[src/rtl/spi_rdid_monitor.sv]
// Passive SPI monitor: decodes chip-select frames, captures the opcode and the RDID response.
// Optional build macro SPI_MON_SYNC_EN adds a 2-flop synchroniser for a bus asynchronous to clk.
module spi_rdid_monitor #(
  parameter logic [7:0]  RDID_OPCODE = 8'h9F,
  parameter logic [23:0] EXPECTED_ID = 24'h202015
) (
  input  logic        clk,
  input  logic        reset,
  input  logic        SPICLK,
  input  logic        SPIMOSI,
  input  logic        SPIMISO,
  input  logic        chip_select,
  output logic [7:0]  cmd,
  output logic        cmd_valid,
  output logic [23:0] id,
  output logic        id_valid,
  output logic        id_match,
  output logic        frame_error,
  output logic [7:0]  match_count
);

  typedef enum logic [1:0] {IDLE, CMD, RESP, IGNORE} state_t;

  // Bus bundle ordering: {sclk, mosi, miso, cs_n}
  logic [3:0] bus_raw;

`ifdef SPI_MON_SYNC_EN
  logic [3:0] sync_1, sync_2;

  always_ff @(posedge clk) begin
    sync_1 <= {SPICLK, SPIMOSI, SPIMISO, chip_select};
    sync_2 <= sync_1;
  end

  assign bus_raw = sync_2;
`else
  assign bus_raw = {SPICLK, SPIMOSI, SPIMISO, chip_select};
`endif

  logic sclk_q, mosi_q, miso_q, cs_q;
  logic sclk_d, cs_d;

  // NOTE: the bus pipeline is deliberately not reset, so that cs_d reflects the real
  // chip_select level as reset releases and a frame already in progress is ignored.
  always_ff @(posedge clk) begin
    {sclk_q, mosi_q, miso_q, cs_q} <= bus_raw;
    sclk_d <= sclk_q;
    cs_d   <= cs_q;
  end

  logic        sclk_rise;
  logic [7:0]  cmd_next;
  logic [23:0] id_next;
  logic [22:0] shift;
  logic [4:0]  bit_cnt;
  state_t      state;

  assign sclk_rise = sclk_q & ~sclk_d;
  assign cmd_next  = {shift[6:0], mosi_q};
  assign id_next   = {shift, miso_q};

  // NOTE: every register here uses non-blocking assignment so all updates in one
  // clock cycle see the pre-edge values of each other.
  always_ff @(posedge clk) begin
    if (reset) begin
      state       <= IDLE;
      bit_cnt     <= '0;
      shift       <= '0;
      cmd         <= '0;
      cmd_valid   <= 1'b0;
      id          <= '0;
      id_valid    <= 1'b0;
      id_match    <= 1'b0;
      frame_error <= 1'b0;
      match_count <= '0;
    end else begin
      cmd_valid   <= 1'b0;
      id_valid    <= 1'b0;
      frame_error <= 1'b0;

      case (state)
        IDLE: begin
          // Only a genuine falling transition starts a frame; a low level seen
          // without one means we joined mid-frame.
          if (!cs_q) begin
            bit_cnt <= '0;
            state   <= cs_d ? CMD : IGNORE;
          end
        end

        CMD: begin
          if (cs_q) begin
            if (bit_cnt != 5'd0) frame_error <= 1'b1;
            state <= IDLE;
          end else if (sclk_rise) begin
            shift <= {shift[21:0], mosi_q};
            if (bit_cnt == 5'd7) begin
              cmd       <= cmd_next;
              cmd_valid <= 1'b1;
              bit_cnt   <= '0;
              state     <= (cmd_next == RDID_OPCODE) ? RESP : IGNORE;
            end else begin
              bit_cnt <= bit_cnt + 5'd1;
            end
          end
        end

        RESP: begin
          if (cs_q) begin
            frame_error <= 1'b1;
            state       <= IDLE;
          end else if (sclk_rise) begin
            shift <= id_next[22:0];
            if (bit_cnt == 5'd23) begin
              id       <= id_next;
              id_valid <= 1'b1;
              id_match <= (id_next == EXPECTED_ID);
              if (id_next == EXPECTED_ID && match_count != 8'hFF)
                match_count <= match_count + 8'd1;
              bit_cnt <= '0;
              state   <= IGNORE;
            end else begin
              bit_cnt <= bit_cnt + 5'd1;
            end
          end
        end

        IGNORE: begin
          if (cs_q) state <= IDLE;
        end

        default: state <= IDLE;
      endcase
    end
  end

endmodule

[config.mk]
export PLATFORM = sky130hd
export DESIGN_NAME = spi_rdid_monitor
export DESIGN_NICKNAME = d
export VERILOG_FILES = /design/src/rtl/spi_rdid_monitor.sv
export SDC_FILE = /design/constraint.sdc
export NUM_CORES = 1
export LEC_CHECK = 0
export BUFFER_PORTS_ARGS = -buffer_cell sky130_fd_sc_hd__clkbuf_2
export CAP_MARGIN = 10
export CORE_MARGIN = 5
export CORE_UTILIZATION = 45
export CTS_BUF_LIST = sky130_fd_sc_hd__clkbuf_4 sky130_fd_sc_hd__clkbuf_8
export DETAILED_ROUTE_END_ITERATION = 10
export GPL_TIMING_DRIVEN = 1
export MAX_ROUTING_LAYER = met4
export PLACE_DENSITY = 0.68
export SLEW_MARGIN = 0
export SYNTH_ARGS = -nofsm -noshare
export SYNTH_HDL_FRONTEND = slang
export SYNTH_SLANG_ARGS = --single-unit
[constraint.sdc]
create_clock -name clk -period 2.19 [get_ports clk]
set_clock_uncertainty 0.2 [all_clocks]
set_input_delay 0.438 -clock clk [delete_from_list [all_inputs] [get_ports clk]]
set_output_delay 0.438 -clock clk [all_outputs]
set_load 0.05 [all_outputs]
## Word level (Yosys, flattened, before mapping)

Cells that the tools add are included.

- Reduce and logical (&&, ||, !) cells: 13
- Add/sub/neg operators: 2
- Equal/unequal tests: 18
- Multiplexer cells: 30
- Bitwise logic cells: 6

Operators by type and width:

| cell | count |
|---|---|
| 2-to-1 mux 23 bit | 4 |
| one-hot mux 23 bit (2 select lines) | 1 |
| 2-to-1 mux 5 bit | 7 |
| == test 24 x 22 -> 1 bit (second input constant) | 1 |
| 2-to-1 mux 2 bit | 9 |
| one-hot mux 5 bit (3 select lines) | 1 |
| inequality test 2 bit (second input constant) | 6 |
| inequality test 3 bit (second input constant) | 4 |
| AND reduction 6 bit | 2 |
| AND reduction 5 bit | 2 |
| adder 8 x 1 -> 8 bit (second input constant) | 1 |
| == test 8 bit (second input constant) | 1 |
| inequality test 8 bit (second input constant) | 1 |
| one-hot mux 2 bit (4 select lines) | 1 |
| AND reduction 4 bit | 2 |
| OR reduction 4 bit | 2 |
| 2-to-1 mux 1 bit | 6 |
| adder 5 x 1 -> 5 bit (second input constant) | 1 |
| == test 5 x 3 -> 1 bit (second input constant) | 1 |
| == test 5 bit (second input constant) | 1 |
| inverter 1 bit | 5 |
| nonzero test 5 bit | 1 |
| == test 2 bit (second input constant) | 2 |
| nonzero test 3 bit | 1 |
| 6 further kinds | 6 |

- Output and inout bits: 44
- Register bits: 80

## Longest topological paths before layout

Gate-level depths: netlist (run 1).

- Depth after elaboration: 6
- Gate-level depth with buffers: 9
- Gate-level depth less buffers: 7

## Worst setup path before layout (run 1)

OpenSTA, ideal clock, no wires.

- Path kind: reg-to-reg
- From: register state[0]
- To: register bit_cnt[2]
- Arrival time: 1.844 ns
- Required time: 1.920 ns
- Stages on the path, launching flop included: 8
- Setup slack: 0.075 ns
- Library setup time: 0.070 ns
- Cell sequence: dfxtp_1 > inv_1 > ha_1 > buf_2 > nor2_1 > o221ai_1 > or4_1 > a21oi_1

- Word-level cells in the longest chain between the ends: 3

RTL lines:

| item | line | source |
|---|---|---|
| start: declaration | 56 | `state_t state;` |
| start signal: assignment | 87 | `state <= cs_d ? CMD : IGNORE;` |
| start signal: assignment | 101 | `state <= (cmd_next == RDID_OPCODE) ? RESP : IGNORE;` |
| == test 2 x 1 -> 1 bit, or another cell as far along | 81 | `case (state)` |
| inequality test 2 bit (no source line) or nonzero test 3 bit (tied branches) | n/a |  |
| AND reduction 6 bit (no source line) | n/a |  |
| end signal: assignment | 103 | `bit_cnt <= bit_cnt + 5'd1;` |
| end signal: assignment | 123 | `bit_cnt <= bit_cnt + 5'd1;` |
| end: declaration | 55 | `logic [4:0] bit_cnt;` |

Several ways; a longest one is shown, not always the timed one.
A chain may end at the register's enable or synchronous reset.

## Worst setup path after layout (run 1)

- From: register bit_cnt[1]
- To: register match_count[7]

- Word-level cells in the longest chain between the ends: 2

RTL lines:

| item | line | source |
|---|---|---|
| == test 5 bit | 114 | `if (bit_cnt == 5'd23) begin` |
| AND reduction 5 bit (no source line) | n/a |  |
| end signal: assignment | 119 | `match_count <= match_count + 8'd1;` |
| end: declaration | 19 | `output logic [7:0] match_count` |

No other way between the ends.

==> impl_metrics.tcl, run 1 <==
set metrics [dict create \
    outcome "finished clean" \
    drive_above_1_share 0.2371 \
    drc 0 \
    worstSetupPathType "reg2reg" \
    startpoint_type "flop" \
    synth_most_common_cell "nand2_1" \
    finalHoldViolCount 0 \
    synthArstFlopShare 0 \
    reg2reg_depth 6 \
    seqCellArea_mm2 0.001609 \
    tns_ps 0 \
    initial_core_util 0.4667 \
    instances_no_fill 543 \
    synth.area.top_cells "dfxtp_1, nand2_1, a21oi_1" \
    crit_path_end_kind "flop" \
    ys_warn_count 0 \
    setup_ws_ps 114.3 \
    die_w_um 94.40 \
    clock_latency_ps 350 \
    num_rows 30 \
    dp_cells 526 \
    grt_pass1_vias 2663 \
    power_leakage_nw 1.531 \
    syn2layout_area_growth_pct 23.93 \
    cp.arrival_ps 2160 \
    synth_cells 380 \
    critPathCapture "match_count[7]$_SDFFE_PP0P_" \
    synth.ff_latch_count 80 \
    antenna_found_initial 0 \
    post_drt_wl_per_cell_um 13.75 \
    grt_max_degree 40 \
    grt_pass1_wl_um 12520 \
    routabilityCongestion 0.8999 \
    drt_iter0_markers 136 \
    cp_max_fo 8 \
    antennaDiodeCount 0 \
    synth_edf_count 0 \
    synth_top_area_share 0.4996 \
    root_buffer "clkbuf_8" \
    yosysUniqueCellTypes 43 \
    gr-total-overflow 0 \
    cts.sink_count 80 \
    clock.fmax_mhz 481.8 \
    power_density_mw_per_mm2 811.3 \
    cts.htree.levels 3 \
    via_per_inst 5.188 \
    clkTransAtPathRegs_ps 70 \
    hp-class "reg2reg" \
    fillers 654 \
    dieHeight_um 94.40 \
    grt_util_all_layers 0.1828 \
    synth-main-ff-cell "dfxtp_1" \
    min_period_ps 2076 \
    postCtsSetupBuffers 0 \
    cts_buffer_depth 2 \
    r2r_end "match_count[7]$_SDFFE_PP0P_" \
    utilization 0.5783 \
    die-area_mm2 0.008911 \
    critPathLaunch "bit_cnt[1]$_SDFFE_PP0P_" \
    ir_drop_v 0.0003410 \
    synth_nets 393 \
    synth.avg_cell_area_um2 8.436 \
    core_mm2 0.006869 \
    first_pass_iters 4 \
    ys_top_cells_by_count "nand2_1, dfxtp_1, a21oi_1" \
    ys_seq_area_frac 0.4996 \
    ios 50 \
    worstReg2RegStart "bit_cnt[1]$_SDFFE_PP0P_" \
    slew_violations 0 \
    hpwlAfterDp_um 5207 \
    cts_tree "yes" \
    cts_buffers 9 \
    synth_area_mm2 0.003206 \
    max_cap_viol_count 0 \
    wl_um 7465 \
    multi_input_area_mm2 0.001529 \
    worst_pin_slew_ps 444.0 \
    fin_crit_sh 0.9478 \
    setup_viol 0 \
    antenna_left 0 \
    portBuffers 49 \
    vias 2817 \
    rsz0062_at_grt "false" \
    pre_cts_slack_ps 56.20 \
    layout.nets 458 \
    r2r_slack_ps 110 \
    slew_headroom 0.7009 \
    synth_top_area_cell "dfxtp_1" \
    crit_required_ps 2270 \
]
## cell usage in the layout, fill, tap and decap left out, drive strengths merged, types with 4 or more instances in the layout
master,instances
nand2,100
dfxtp,80
clkbuf,58
a21oi,54
nor2,28
buf,21
mux2i,11
inv,10
ha,7
o21ai,6
nor4,6
nand3,5
nand4,4
dlygate4sd3,4
nor3,4
## cells by family after synthesis
group,share of synthesized area
buffers and inverters,0.04137
DFF,0.4996
muxes,0.04137
xor gates and xnor gates,0.008198
AOI/OAI and AO/OA,0.1261
and+or+nand+nor,0.2560
adders and majority gates,0.02732
## flip-flops by register name, indices dropped and copies added (netlist names), 2 cells and up
name,count
match_count,8
cmd,8
bit_cnt,5
shift,23
id,24
state,2
## repair_timing
action / 4_1_cts / 5_1_grt
hold endpoints to repair: 4 / 0
gates resized for setup: 1 / 14
endpoints found under the setup margin: 1 / 7
pin swaps: 0 / 5
hold buffers: 4 / 0
## worst max-delay path, cell delays in order (launching register included)
cell and delay [ps]:
dfxtp_1 390, ha_1 210, and4b_2 300, o211ai_4 130
or3_4 350, or3_1 320, a21oi_1 120
## where the power goes
group | internal, mW | total (mW) | switching, mW
clock | 0.621 | 1.13 | 0.505
sequential | 1.49 | 1.52 | 0.0338
combinational | 0.230 | 0.575 | 0.345
total | 2.34 | 3.22 | 0.884
## cell type report
| class | count | share of cell area |
|---|---|---|
| clock buffers | 9 | 0.03118 |
| clock inverters | 4 | 0.01827 |
| inverters | 10 | 0.009449 |
| multi-input cells | 270 | 0.3849 |
| flip-flops and latches | 80 | 0.4050 |
| well taps | 96 | 0.03024 |
| repair buffers | 74 | 0.1209 |
## worst min-delay path by stage
stage,cells past startpoint,endpoint,startpoint
floorplan,0,cs_d$_DFF_P_,cs_q$_DFF_P_
finish,0,sclk_d$_DFF_P_,sclk_q$_DFF_P_
global route,0,sclk_d$_DFF_P_,sclk_q$_DFF_P_
CTS,0,sclk_d$_DFF_P_,sclk_q$_DFF_P_
detailed placement,0,sclk_d$_DFF_P_,sclk_q$_DFF_P_
global placement,0,sclk_d$_DFF_P_,sclk_q$_DFF_P_
## through the flow
stage / hold slack (ps) / total power, mW / area (um2)
finish: 182.6 / 3.223 / 3973
global route: 197.2 / 3.366 / 3973
CTS: 182.7 / 3.242 / 3910
detailed placement: 169.7 / 2.103 / 3671
global placement: 169.6 / 2.095 / 3671
floorplan: 125.8 / 1.902 / 3206
## per-layer routing
layer	vias up	track usage	part of all wire
met5	-	-	0
met4	0	0.07942	0.017
met3	11	0.03825	0.040
met2	62	0.2943	0.48
met1	1323	0.2216	0.47
li1	1421	-	-
Power figures use the tool's default switching activity.
==> run 2, diff against run 1 <==
--- a/config.mk
+++ b/config.mk
@@ -13,6 +13,8 @@
 export DETAILED_ROUTE_END_ITERATION = 10
 export GPL_TIMING_DRIVEN = 1
+export HOLD_SLACK_MARGIN = 0.15
 export MAX_ROUTING_LAYER = met4
 export PLACE_DENSITY = 0.68
+export RECOVER_POWER = 50
 export SLEW_MARGIN = 0
 export SYNTH_ARGS = -nofsm -noshare
--- a/constraint.sdc
+++ b/constraint.sdc
@@ -3,3 +3,3 @@
 set_input_delay 0.438 -clock clk [delete_from_list [all_inputs] [get_ports clk]]
 set_output_delay 0.438 -clock clk [all_outputs]
-set_load 0.05 [all_outputs]
+set_load 0.01 [all_outputs]
==> run 2 against run 1 <==
Combinational power is 2% lower. Sequential share of layout area is 0.64 points higher. Setup slack worse by 26 ps. Power is 0.31% lower. Core utilization is 0.95 points lower. Die area stayed put. Flip-flop and latch count stayed put. Critical path depth stayed put. Routed wire length is 0.11% higher. Cell area is 1.6% lower. Largest power group unchanged.
==> impl_metrics.tcl, run 2 (synthesis gave the netlist of run 1 again) <==
set metrics [dict create \
    final_cell_mix "nand2_1, dfxtp_1, a21oi_1, clkbuf_1, nor2_1" \
    wl_um 7473 \
    antenna_found_initial 0 \
    antennaDiodeCount 0 \
    utilization 0.5689 \
    dp_cells 526 \
    r2r_end "match_count[7]$_SDFFE_PP0P_" \
    num_rows 30 \
    largest_reg_flops 24 \
    worstSetupPathType "reg2reg" \
    antenna_left 0 \
    cts_buffers 9 \
    largest_register "id" \
    global_route.usage.met1 0.2216 \
    startpoint_type "flop" \
    cts.sink_count 80 \
    min_period_ps 2102 \
    routabilityCongestion 0.8999 \
    ios 50 \
    power_leakage_nw 1.373 \
    hp-start "sclk_q$_DFF_P_" \
    instances_no_fill 543 \
    r2r_slack_ps 90 \
    postCtsSetupBuffers 0 \
    max_cap_viol_count 0 \
    ir_drop_v 0.0003406 \
    busiest_layer "met2" \
    die-area_mm2 0.008911 \
    slew_violations 0 \
    first_pass_iters 4 \
    grt_pass1_wl_um 12520 \
    hold_end "sclk_d$_DFF_P_" \
    setup_viol 0 \
    fin_crit_sh 0.9598 \
    syn2layout_area_growth_pct 21.90 \
    dieHeight_um 94.40 \
    outcome "finished clean" \
    grt_util_all_layers 0.1828 \
    grt_max_degree 40 \
    clock_latency_ps 350 \
    core_mm2 0.006869 \
    slew_headroom 0.7012 \
    die_w_um 94.40 \
    rsz0062_at_grt "false" \
    layout.nets 458 \
    crit_path_end_kind "flop" \
    drt_iter0_markers 99 \
    mostFrequentLayoutCell "nand2_1" \
    cp.arrival_ps 2180 \
    use_met3 0.03825 \
    cp_max_fo 8 \
    hp-class "reg2reg" \
    finalHoldViolCount 0 \
    cts.htree.levels 3 \
    via_per_inst 5.157 \
    hpwlAfterDp_um 5207 \
    cts_tree "yes" \
    drc 0 \
    worstReg2RegStart "state[1]$_SDFFE_PP0P_" \
    initial_core_util 0.4667 \
    fillers 682 \
    cts_buffer_depth 2 \
    grt_pass1_vias 2663 \
    critPathLaunch "state[1]$_SDFFE_PP0P_" \
    crit_required_ps 2270 \
    portBuffers 49 \
    tns_ps 0 \
    total_power_mw 3.213 \
    globalRouteMet2Util 0.2943 \
    post_drt_wl_per_cell_um 13.76 \
    vias 2800 \
    power_density_mw_per_mm2 822.2 \
    largest_registers "id (24), shift (23)" \
    clkTransAtPathRegs_ps 70 \
    clock.fmax_mhz 475.8 \
    reg2reg_depth 6 \
    whs_ps 182.9 \
    drive_above_1_share 0.1320 \
    worst_pin_slew_ps 443.6 \
    min_path_cells 0 \
    root_buffer "clkbuf_8" \
    gr-total-overflow 0 \
]
## run 2: cell count changes in the layout (fill, tap and decap cells not counted)
cell | previous run | this run
nor3_2 | 1 | 0
dfxtp_1 | 74 | 75
clkbuf_2 | 49 | 5
dfxtp_2 | 6 | 5
nor3_1 | 3 | 4
clkbuf_1 | 0 | 45
buf_4 | 18 | 17
## run 2: worst max path at each step
stage	slack (ps)	end
final	90	match_count[7]$_SDFFE_PP0P_
after floorplan	80	bit_cnt[2]$_SDFFE_PP0P_
after detailed placement	60	match_count[7]$_SDFFE_PP0P_
after CTS	10	match_count[7]$_SDFFE_PP0P_
after global routing	1	state[1]$_SDFFE_PP0P_
after global placement	110	match_count[5]$_SDFFE_PP0P_
## run 2: metrics by stage
| stage | cell area, um2 | setup WS, ps |
|---|---|---|
| finish | 3908 | 88.10 |
| global route | 3908 | 1.429 |
| CTS | 3910 | 9.587 |
| detailed placement | 3671 | 56.20 |
| global placement | 3671 | 111.4 |
| floorplan | 3206 | 75.50 |
## run 2: power breakdown
group	leakage, nW	internal (mW)	total, mW	switching, mW
Combinational	0.627	0.228	0.566	0.338
Clock	0.0970	0.621	1.13	0.507
Sequential	0.649	1.49	1.52	0.0335
Total	1.37	2.33	3.21	0.878
## run 2: layer usage
metal / vias to the layer above / wire length (um)
met2: 53 / 3601
met1: 1325 / 3484
met3: 9 / 276
li1: 1413 / -
met5: - / 0
met4: 0 / 110
## run 2: critical path, cell delays in order, from the launching register on
cell and delay, ps:
dfxtp_1 410, ha_2 240, and4bb_2 290, o211ai_4 120
or3_4 350, or3_1 330, a21oi_1 120
## run 2: timing repair
item                                    CTS  global route
gates resized for setup                   1            14
endpoints found under the hold margin     4             0
hold buffers                              4             0
endpoints found under the setup margin    1             7
pin swaps                                 0             5
## run 2: layout make-up
cell class / count / area (um2) / share of cell area
Timing Repair Buffer: 74 / 421.7 / 0.1079
Multi-Input combinational cell: 270 / 1524 / 0.3900
Tap cell: 96 / 120.1 / 0.03074
Clock buffer: 9 / 123.9 / 0.03170
Sequential cell: 80 / 1608 / 0.4115
Clock inverter: 4 / 72.57 / 0.01857
Inverter: 10 / 37.54 / 0.009606
==> run 3, diff against run 2 <==
Settings changed: BUFFER_PORTS_ARGS -buffer_cell sky130_fd_sc_hd__clkbuf_2 to not set, DONT_BUFFER_PORTS set to 1, PLACE_DENSITY 0.68 to 0.62.
==> run 3 against run 2 <==
Clock-buffer cell count increased by 2. Global-route usage about the same. Via count decreased by 5.3%. Largest cell class unchanged.
==> impl_metrics.tcl, run 3 (synthesis gave the netlist of run 1 again) <==
set metrics [dict create \
    outcome "finished clean" \
    cp_max_fo 8 \
    use_met3 0.04542 \
    setup_viol 0 \
    grt_util_all_layers 0.1823 \
    die-area_mm2 0.008911 \
    cts_tree "yes" \
    post_drt_wl_per_cell_um 14.88 \
    final_area_mm2 0.003771 \
    antenna_left 0 \
    globalRouteMet2Util 0.2825 \
    core_mm2 0.006869 \
    place_area_mm2 0.003441 \
    busiest_layer "met2" \
    syn2layout_area_growth_pct 17.64 \
    instances_no_fill 502 \
    max_cap_viol_count 0 \
    clkTransAtPathRegs_ps 80 \
    hpwlAfterDp_um 4920 \
    root_buffer "clkbuf_8" \
    finalHoldViolCount 0 \
    grt_pass1_wl_um 12430 \
    dieHeight_um 94.40 \
    antenna_found_initial 0 \
    cts.htree.levels 3 \
    via_per_inst 5.283 \
    routabilityCongestion 0.8664 \
    rsz0062_at_grt "false" \
    critPathMaxStageDelay_ps 350 \
    r2r_slack_ps 70 \
    ir_drop_v 0.0004025 \
    min_period_ps 2118 \
    fillers 657 \
    grt_max_degree 76 \
    portBuffers 0 \
    drt_iter0_markers 147 \
    cts.sink_count 80 \
    path_cells "inv_1 -> ha_1 -> and4bb_2 -> o211ai_4 -> or3_1 -> or3_1 -> a21oi_1" \
    vias 2652 \
    final_cell_mix "nand2_1, dfxtp_1, a21oi_1, nor2_1, buf_4" \
    global_route.usage.met1 0.2287 \
    worstSetupPathType "reg2reg" \
    largest_registers "id (24), shift (23)" \
    power_density_mw_per_mm2 902.3 \
    antennaDiodeCount 0 \
    largest_reg_flops 24 \
    worstReg2RegStart "state[0]$_SDFFE_PP0P_" \
    postCtsSetupBuffers 0 \
    clock.fmax_mhz 472.1 \
    cts_buffer_depth 2 \
    reg2reg_depth 7 \
    cp_common_cell "or3_1" \
    num_rows 30 \
    whs_ps 178.5 \
    pre_cts_slack_ps 46.17 \
    grt_pass1_vias 2508 \
    ios 50 \
    power_leakage_nw 1.350 \
    clock_latency_ps 350 \
    slew_headroom 0.7079 \
    layout.nets 414 \
    mostFrequentLayoutCell "nand2_1" \
    hp-class "reg2reg" \
    die_w_um 94.40 \
    critPathTopFamily "simple AND/OR/NAND/NOR gates" \
    cp.arrival_ps 2200 \
    slowest_stage "dfxtp_1" \
    path_buf_inv 1 \
    hp-start "sclk_q$_DFF_P_" \
    initial_core_util 0.4667 \
    fin_crit_sh 0.9671 \
    crit_path_end_kind "flop" \
    setup_ws_ps 72.01 \
    r2r_end "match_count[7]$_SDFFE_PP0P_" \
    cts_buffers 9 \
    wl_um 7470 \
    tns_ps 0 \
    slew_violations 0 \
    dp_cells 479 \
    largest_register "id" \
    drive_above_1_share 0.1256 \
    hold_end "sclk_d$_DFF_P_" \
    crit_required_ps 2270 \
    first_pass_iters 4 \
    min_path_cells 0 \
    gr-total-overflow 0 \
    startpoint_type "flop" \
    worst_pin_slew_ps 433.5 \
    drc 0 \
]
==> run 3: how the worst max path moves through the flow <==
stage / from / endpoint / slack (ps) / cells past startpoint
detailed placement: shift[14]$_SDFFE_PP0P_ / match_count[5]$_SDFFE_PP0P_ / 50 / 5
CTS: shift[14]$_SDFFE_PP0P_ / match_count[5]$_SDFFE_PP0P_ / 30 / 5
global route: shift[17]$_SDFFE_PP0P_ / match_count[3]$_SDFFE_PP0P_ / 5 / 5
finish: state[0]$_SDFFE_PP0P_ / match_count[7]$_SDFFE_PP0P_ / 70 / 7
floorplan: state[0]$_SDFFE_PP0P_ / bit_cnt[2]$_SDFFE_PP0P_ / 80 / 7
global placement: shift[14]$_SDFFE_PP0P_ / match_count[5]$_SDFFE_PP0P_ / 100 / 5
==> run 3: repair_timing <==
| item | CTS | global route |
|---|---|---|
| setup endpoints to repair | 0 | 8 |
| hold endpoints to repair | 78 | 0 |
| hold buffers | 7 | 0 |
| resized for setup | 0 | 9 |
==> run 3: metal layers <==
metal | part of all wire | vias up | wire (um)
met5 | 0 | - | 0
met4 | 0.018 | 0 | 131
met3 | 0.058 | 11 | 435
met2 | 0.46 | 74 | 3410
met1 | 0.47 | 1240 | 3491
li1 | - | 1327 | -
==> run 3: area by class of cell <==
| type | count | area (um2) | area share |
|---|---|---|---|
| clock buffers | 11 | 145.1 | 0.03849 |
| inverters | 10 | 37.54 | 0.009954 |
| flip-flops and latches | 80 | 1608 | 0.4263 |
| multi-input cells | 270 | 1494 | 0.3962 |
| well taps | 96 | 120.1 | 0.03185 |
| clock inverters | 5 | 103.9 | 0.02754 |
| repair buffers | 30 | 262.8 | 0.06967 |
==> run 3: worst reg2reg max path, cell delays in order (launching register included) <==
cell and delay (ps):
dfxtp_1 350, inv_1 90, ha_1 210, and4bb_2 300, o211ai_4 130, or3_1 330
or3_1 310, a21oi_1 140
==> run 3: per-stage QoR <==
| stage | utilization | power, mW |
|---|---|---|
| 2_1_floorplan | - | 1.900 |
| 3_3_place_gp | 0.5009 | 2.069 |
| 3_5_place_dp | 0.5009 | 2.077 |
| 4_1_cts | 0.5499 | 3.439 |
| 5_1_grt | 0.5490 | 3.568 |
| 6_report | 0.5490 | 3.403 |
==> run 3: where the power goes <==
part / switching (mW) / internal (mW)
Combinational: 0.339 / 0.217
Sequential: 0.0329 / 1.48
Clock: 0.530 / 0.802
